==> config.mk <==
export PLATFORM = sky130hd
export DESIGN_NAME = time2cntalm
export DESIGN_NICKNAME = d
export VERILOG_FILES = /design/src/rtl/time2cntalm.sv
export SDC_FILE = /design/constraint.sdc
export NUM_CORES = 1
export LEC_CHECK = 0
export ABC_CLOCK_PERIOD_IN_PS = 3250
export BUFFER_PORTS_ARGS = -buffer_cell sky130_fd_sc_hd__buf_2
export CAP_MARGIN = 0
export CORE_ASPECT_RATIO = 1.5
export CORE_UTILIZATION = 45
export DETAILED_ROUTE_END_ITERATION = 6
export HOLD_SLACK_MARGIN = 0.08
export PLACE_DENSITY = 0.65
export SYNTH_ARGS = -nofsm -noshare
export SYNTH_HDL_FRONTEND = slang
export SYNTH_SLANG_ARGS = --single-unit
==> constraint.sdc <==
create_clock -name clk -period 3.25 [get_ports clk]
set_input_delay 0.65 -clock clk [delete_from_list [all_inputs] [get_ports clk]]
set_output_delay 0.65 -clock clk [all_outputs]
set_load 0.005 [all_outputs]
==> src/rtl/time2cntalm.sv <==
// Packed-decimal time (HH*10000+MM*100+SS) to seconds count using two bit-serial divides by 100.
// Optional TIME2CNT_CLAMP_EN: clamp out-of-range fields instead of returning zero.
module time2cntalm #(
  parameter int unsigned HOUR_MAX = 24,
  parameter int unsigned CNT_W    = 20
) (
  input  logic             clk,
  input  logic             rst,
  input  logic             start,
  input  logic [19:0]      time_i,
  output logic             busy,
  output logic             done,
  output logic [CNT_W-1:0] cnt_o,
  output logic             err_o
);

  typedef enum logic [1:0] {StIdle, StDiv1, StDiv2, StCalc} state_e;

  state_e           r_state, w_state_nxt;
  logic [19:0]      r_div, w_div_nxt;
  logic [6:0]       r_rem, w_rem_nxt;
  logic [6:0]       r_ss, w_ss_nxt;
  logic [4:0]       r_bit, w_bit_nxt;
  logic             r_busy, w_busy_nxt;
  logic             r_done, w_done_nxt;
  logic [CNT_W-1:0] r_cnt, w_cnt_nxt;
  logic             r_err, w_err_nxt;

  // One restoring-division step: remainder stays below 100, so the trial fits in 8 bits.
  logic [7:0]  w_trial;
  logic        w_ge;
  logic [6:0]  w_rem_step;
  logic [19:0] w_div_step;

  assign w_trial    = {r_rem, r_div[19]};
  assign w_ge       = (w_trial >= 8'd100);
  assign w_rem_step = w_ge ? (w_trial[6:0] - 7'd100) : w_trial[6:0];
  assign w_div_step = {r_div[18:0], w_ge};

  logic [CNT_W-1:0] w_hh, w_mm, w_ss, w_hh_c, w_mm_c, w_ss_c, w_sum, w_cnt_calc;
  logic             w_err_calc;

  assign w_hh = CNT_W'(r_div[13:0]);
  assign w_mm = CNT_W'(r_rem);
  assign w_ss = CNT_W'(r_ss);

  assign w_err_calc = (w_ss > CNT_W'(59)) | (w_mm > CNT_W'(59)) | (w_hh > CNT_W'(HOUR_MAX));

`ifdef TIME2CNT_CLAMP_EN
  assign w_hh_c = (w_hh > CNT_W'(HOUR_MAX)) ? CNT_W'(HOUR_MAX) : w_hh;
  assign w_mm_c = (w_mm > CNT_W'(59)) ? CNT_W'(59) : w_mm;
  assign w_ss_c = (w_ss > CNT_W'(59)) ? CNT_W'(59) : w_ss;
`else
  assign w_hh_c = w_hh;
  assign w_mm_c = w_mm;
  assign w_ss_c = w_ss;
`endif

  // HH*3600 + MM*60 + SS as shift-adds.
  assign w_sum = (w_hh_c << 11) + (w_hh_c << 10) + (w_hh_c << 9) + (w_hh_c << 4)
               + (w_mm_c << 6) - (w_mm_c << 2) + w_ss_c;

`ifdef TIME2CNT_CLAMP_EN
  assign w_cnt_calc = w_sum;
`else
  assign w_cnt_calc = w_err_calc ? '0 : w_sum;
`endif

  always_comb begin
    w_state_nxt = r_state;
    w_div_nxt   = r_div;
    w_rem_nxt   = r_rem;
    w_ss_nxt    = r_ss;
    w_bit_nxt   = r_bit;
    w_busy_nxt  = r_busy;
    w_done_nxt  = 1'b0;
    w_cnt_nxt   = r_cnt;
    w_err_nxt   = r_err;
    unique case (r_state)
      StIdle: begin
        if (start) begin
          w_state_nxt = StDiv1;
          w_div_nxt   = time_i;
          w_rem_nxt   = '0;
          w_bit_nxt   = '0;
          w_busy_nxt  = 1'b1;
        end
      end
      StDiv1: begin
        w_div_nxt = w_div_step;
        w_rem_nxt = w_rem_step;
        w_bit_nxt = r_bit + 5'd1;
        if (r_bit == 5'd19) begin
          // q1 fits in 14 bits; left-align it so the same MSB-first step serves DIV2.
          w_ss_nxt    = w_rem_step;
          w_div_nxt   = {w_div_step[13:0], 6'd0};
          w_rem_nxt   = '0;
          w_bit_nxt   = '0;
          w_state_nxt = StDiv2;
        end
      end
      StDiv2: begin
        w_div_nxt = w_div_step;
        w_rem_nxt = w_rem_step;
        w_bit_nxt = r_bit + 5'd1;
        if (r_bit == 5'd13) begin
          w_state_nxt = StCalc;
        end
      end
      StCalc: begin
        w_cnt_nxt   = w_cnt_calc;
        w_err_nxt   = w_err_calc;
        w_busy_nxt  = 1'b0;
        w_done_nxt  = 1'b1;
        w_state_nxt = StIdle;
      end
      default: w_state_nxt = StIdle;
    endcase
  end

  always_ff @(posedge clk or posedge rst) begin
    if (rst) begin
      r_state <= StIdle;
      r_div   <= '0;
      r_rem   <= '0;
      r_ss    <= '0;
      r_bit   <= '0;
      r_busy  <= 1'b0;
      r_done  <= 1'b0;
      r_cnt   <= '0;
      r_err   <= 1'b0;
    end else begin
      r_state <= w_state_nxt;
      r_div   <= w_div_nxt;
      r_rem   <= w_rem_nxt;
      r_ss    <= w_ss_nxt;
      r_bit   <= w_bit_nxt;
      r_busy  <= w_busy_nxt;
      r_done  <= w_done_nxt;
      r_cnt   <= w_cnt_nxt;
      r_err   <= w_err_nxt;
    end
  end

  assign busy  = r_busy;
  assign done  = r_done;
  assign cnt_o = r_cnt;
  assign err_o = r_err;

endmodule
==> flow_summary.toml <==
[drt]
dr.pass1.iters = 7
ant_nets = 0
vias_per_cell = 5.39
routed_wirelength_mm = 13.2
route.vias.total = 4423
drt_first_iter_violations = 194
drc = 3
routedWlPerCell_um = 16.1

[worst_setup_path]
crit_required_ns = 3.48
r2r_cells = 12
critical_path.max_fanout = 8
cp_cell_sequence = "buf_4 > fa_1 > inv_1 > ha_1 > ha_1 > ha_4 > o21ai_0 > nand2b_1 > o211ai_4 > a21boi_2 > or3_1 > a32o_1"
critical_path_depth = 12
setup.worst_path.end_class = "flop"
crit_start = "r_rem[6]$_DFFE_PP0P_"
r2r-start = "r_rem[6]$_DFFE_PP0P_"
endpoint = "cnt_o[14]$_DFFE_PP0P_"
cp-start-kind = "flop"
max_stage_delay_ns = 0.48
setup_slack_reg_to_reg_ns = -0.05
worstPathArrival_ns = 3.53
critical-path-top-delay-family = "adder cells"
cp.buffers_inverters = 2
worstReg2RegEnd = "cnt_o[14]$_DFFE_PP0P_"
critical-path-top-cell-by-count = "ha_1"
cpMaxStageDelayCell = "fa_1"
critPathKind = "reg2reg"

[global_routing]
grtUsageTotal = 0.241
number_of_global_route_vias_before_repair = 4686
antenna_violations_before_repair = 0
grt_first_pass_wirelength_mm = 21.7
busiest_metal_layer_after_global_routing = "met2"
grt-ovfl-total = 0
grt.met3_usage = 0.0399
grt_met2_use = 0.425
grt_start_max_net_pins = 32
groute.layer.met1.usage = 0.276

[yosys]
post_synth_instance_area_um2 = 5120
synth-edff-count = 0
synth_top_family_by_area = "adder cells"
synthesis_warning_total = 0
synthSimpleGateAreaFrac = 0.115
yosys.cell_types.count = 62
synth_mux_area_frac = 0.00440
yosys.area_share.xor_xnor = 0.0240
async_flop_share = 1.00
synth_fp_nets = 665
synthCells = 552
synth_fa_ha_area_frac = 0.258
post_synth.cell_area_avg_um2 = 9.27
synth.ff_latch_count = 64
synthFlopType = "dfrtp_1"
synth-compound-area-share = 0.206
seq_area_frac_synth = 0.313

[final_layout]
final_layout_size_suffix_gt1_frac = 0.312
finalNetCount = 782
antenna-diode-count = 0
syn2layout_area_growth_pct = 31.7
post_layout_nonfiller_instances = 821

[sta]
timing.slew.headroom = 0.573
layout_setup_ws_ns = -0.0485
achievable_clock_frequency_mhz = 303
finalClockSkew_ns = 0.00686
max_slew.worst_pin.slew_ns = 0.641
final_max_slew_viol_count = 0
hold_viol = 0
grt_setup_unrepaired = "true"
period_share = 1.01
setup_tns_ns = -0.0670
fin_crit_ns = 3.30
setup_failing_eps_final = 2

[floorplanning]
floorplan.io_pins = 46
start_util = 0.463
core.rowCount = 47
x_dimension_of_the_die_um = 89.1
die_area_um2 = 11800
die_height_um = 133
core_area_um2 = 11100

[hold_path]
hold_class = "in2async"

[outcome]
violations = "design-rule violations, negative setup slack"
run_status = "finished with violations"

[clock_tree]
clkSinkCount = 64
h-tree-depth = 3
cts-buffers-inserted = 9
clock_tree.buffer_depth = 2
cts_root_buf = "clkbuf_16"
tritoncts_clock_tree = "done"
clk_pin_slew_worst_paths_ns = 0.06
insertion_delay_ns = 0.34

[placed_design]
gp_congestion = 0.893
placed_cells = 796
buffer_ports.inserted = 45
hpwlAfterDp_mm = 9.81

[flow_run]
max_cap_viol_count = 0
how the worst min path moves through the flow:
| stage | start | end | slack (ns) | cells past startpoint |
|---|---|---|---|---|
| 2_1_floorplan | r_ss[0]$_DFFE_PP0P_ | r_ss[0]$_DFFE_PP0P_ | 0.45 | 2 |
| 3_3_place_gp | busy$_DFFE_PP0P_ | busy$_DFFE_PP0P_ | 0.46 | 2 |
| 3_5_place_dp | busy$_DFFE_PP0P_ | busy$_DFFE_PP0P_ | 0.47 | 2 |
| 4_1_cts | rst | cnt_o[3]$_DFFE_PP0P_ | 0.33 | 2 |
| 5_1_grt | rst | cnt_o[3]$_DFFE_PP0P_ | 0.35 | 2 |
| 6_report | rst | cnt_o[2]$_DFFE_PP0P_ | 0.31 | 2 |
area by class of cell:
type	count	area (µm²)
clock inverters	6	92.6
repair buffers	124	822
fillers	960	4320
inverters	85	324
well taps	147	184
clock buffers	10	229
flip-flops and latches	64	1610
multi-input cells	385	3480
layout by cell type, fill, tap and decap left out, types with 3 or more instances in the layout:
master      n
a211oi_1    3
a21o_1     12
a21oi_1    34
a21oi_2     7
a221oi_1    8
a22o_1     12
a31oi_1     3
and3_1      3
buf_2      45
buf_4      78
clkbuf_16   9
dfrtp_1    61
dfrtp_2     3
fa_1       25
ha_1       43
ha_4       20
inv_1      67
inv_2      15
nand2_1    60
nand2b_1    6
nand3_1     6
nand4_1     3
nor2_1     24
nor2b_1     3
nor3_1      3
o211ai_1    4
o21a_1      6
o21ai_0    30
o21ai_1     3
o31ai_1     7
xnor2_1     9
xor2_1      5
kinds of logic after synthesis:
group / count (synthesis)
mux: 2
fa+ha+maj: 90
xor+xnor: 14
simple gates: 125
buf+inv: 103
flops: 64
compound gates: 154
registers in the layout (all words and copies together), names as in the netlist:
name     cells
busy         1
cnt_o       20
done         1
err_o        1
r_bit        5
r_div       20
r_rem        7
r_ss         7
r_state      2
metal layers:
layer | up-vias | share of wire
met5 | - | 0
met4 | 0 | 0.032
met3 | 32 | 0.033
met2 | 116 | 0.53
met1 | 2143 | 0.40
li1 | 2132 | -
Yosys cell counts (all sizes together) (6+ instances only):
cell type / instances / area (µm²)
dfrtp: 64 / 1600
a221oi: 8 / 70.1
o21a: 6 / 45.0
o31ai: 7 / 52.6
xnor2: 9 / 78.8
nor2: 24 / 90.1
a21oi: 42 / 210
o21ai: 34 / 174
clkbuf: 9 / 33.8
inv: 84 / 315
a22o: 12 / 105
a21o: 12 / 90.1
nand2: 60 / 225
ha: 64 / 801
nand2b: 7 / 43.8
nand3: 6 / 30.0
fa: 26 / 521
buf: 9 / 52.6
metrics by stage:
step / area [µm²] / hold WS, ns / utilization / setup slack [ns]
3_3_place_gp: 6010 / 0.463 / 0.544 / -0.0522
3_5_place_dp: 6010 / 0.467 / 0.544 / -0.129
5_1_grt: 6740 / 0.350 / 0.609 / -0.191
2_1_floorplan: 5160 / 0.447 / - / -0.0374
6_report: 6740 / 0.307 / 0.609 / -0.0485
4_1_cts: 6520 / 0.325 / 0.590 / -0.0214
what timing repair did:
item | 4_1_cts | 5_1_grt
gates cloned | 0 | 0
endpoints found under the hold margin | 0 | 0
buffers inserted | 5 | 4
setup endpoints to repair | 9 | 9
hold buffers | 0 | 0
resized for setup | 26 | 34
pin swaps | 26 | 24
Power is left out: the tool's default activity adds up to more than one toggle a clock period on the data nets, which glitch-free logic cannot reach.
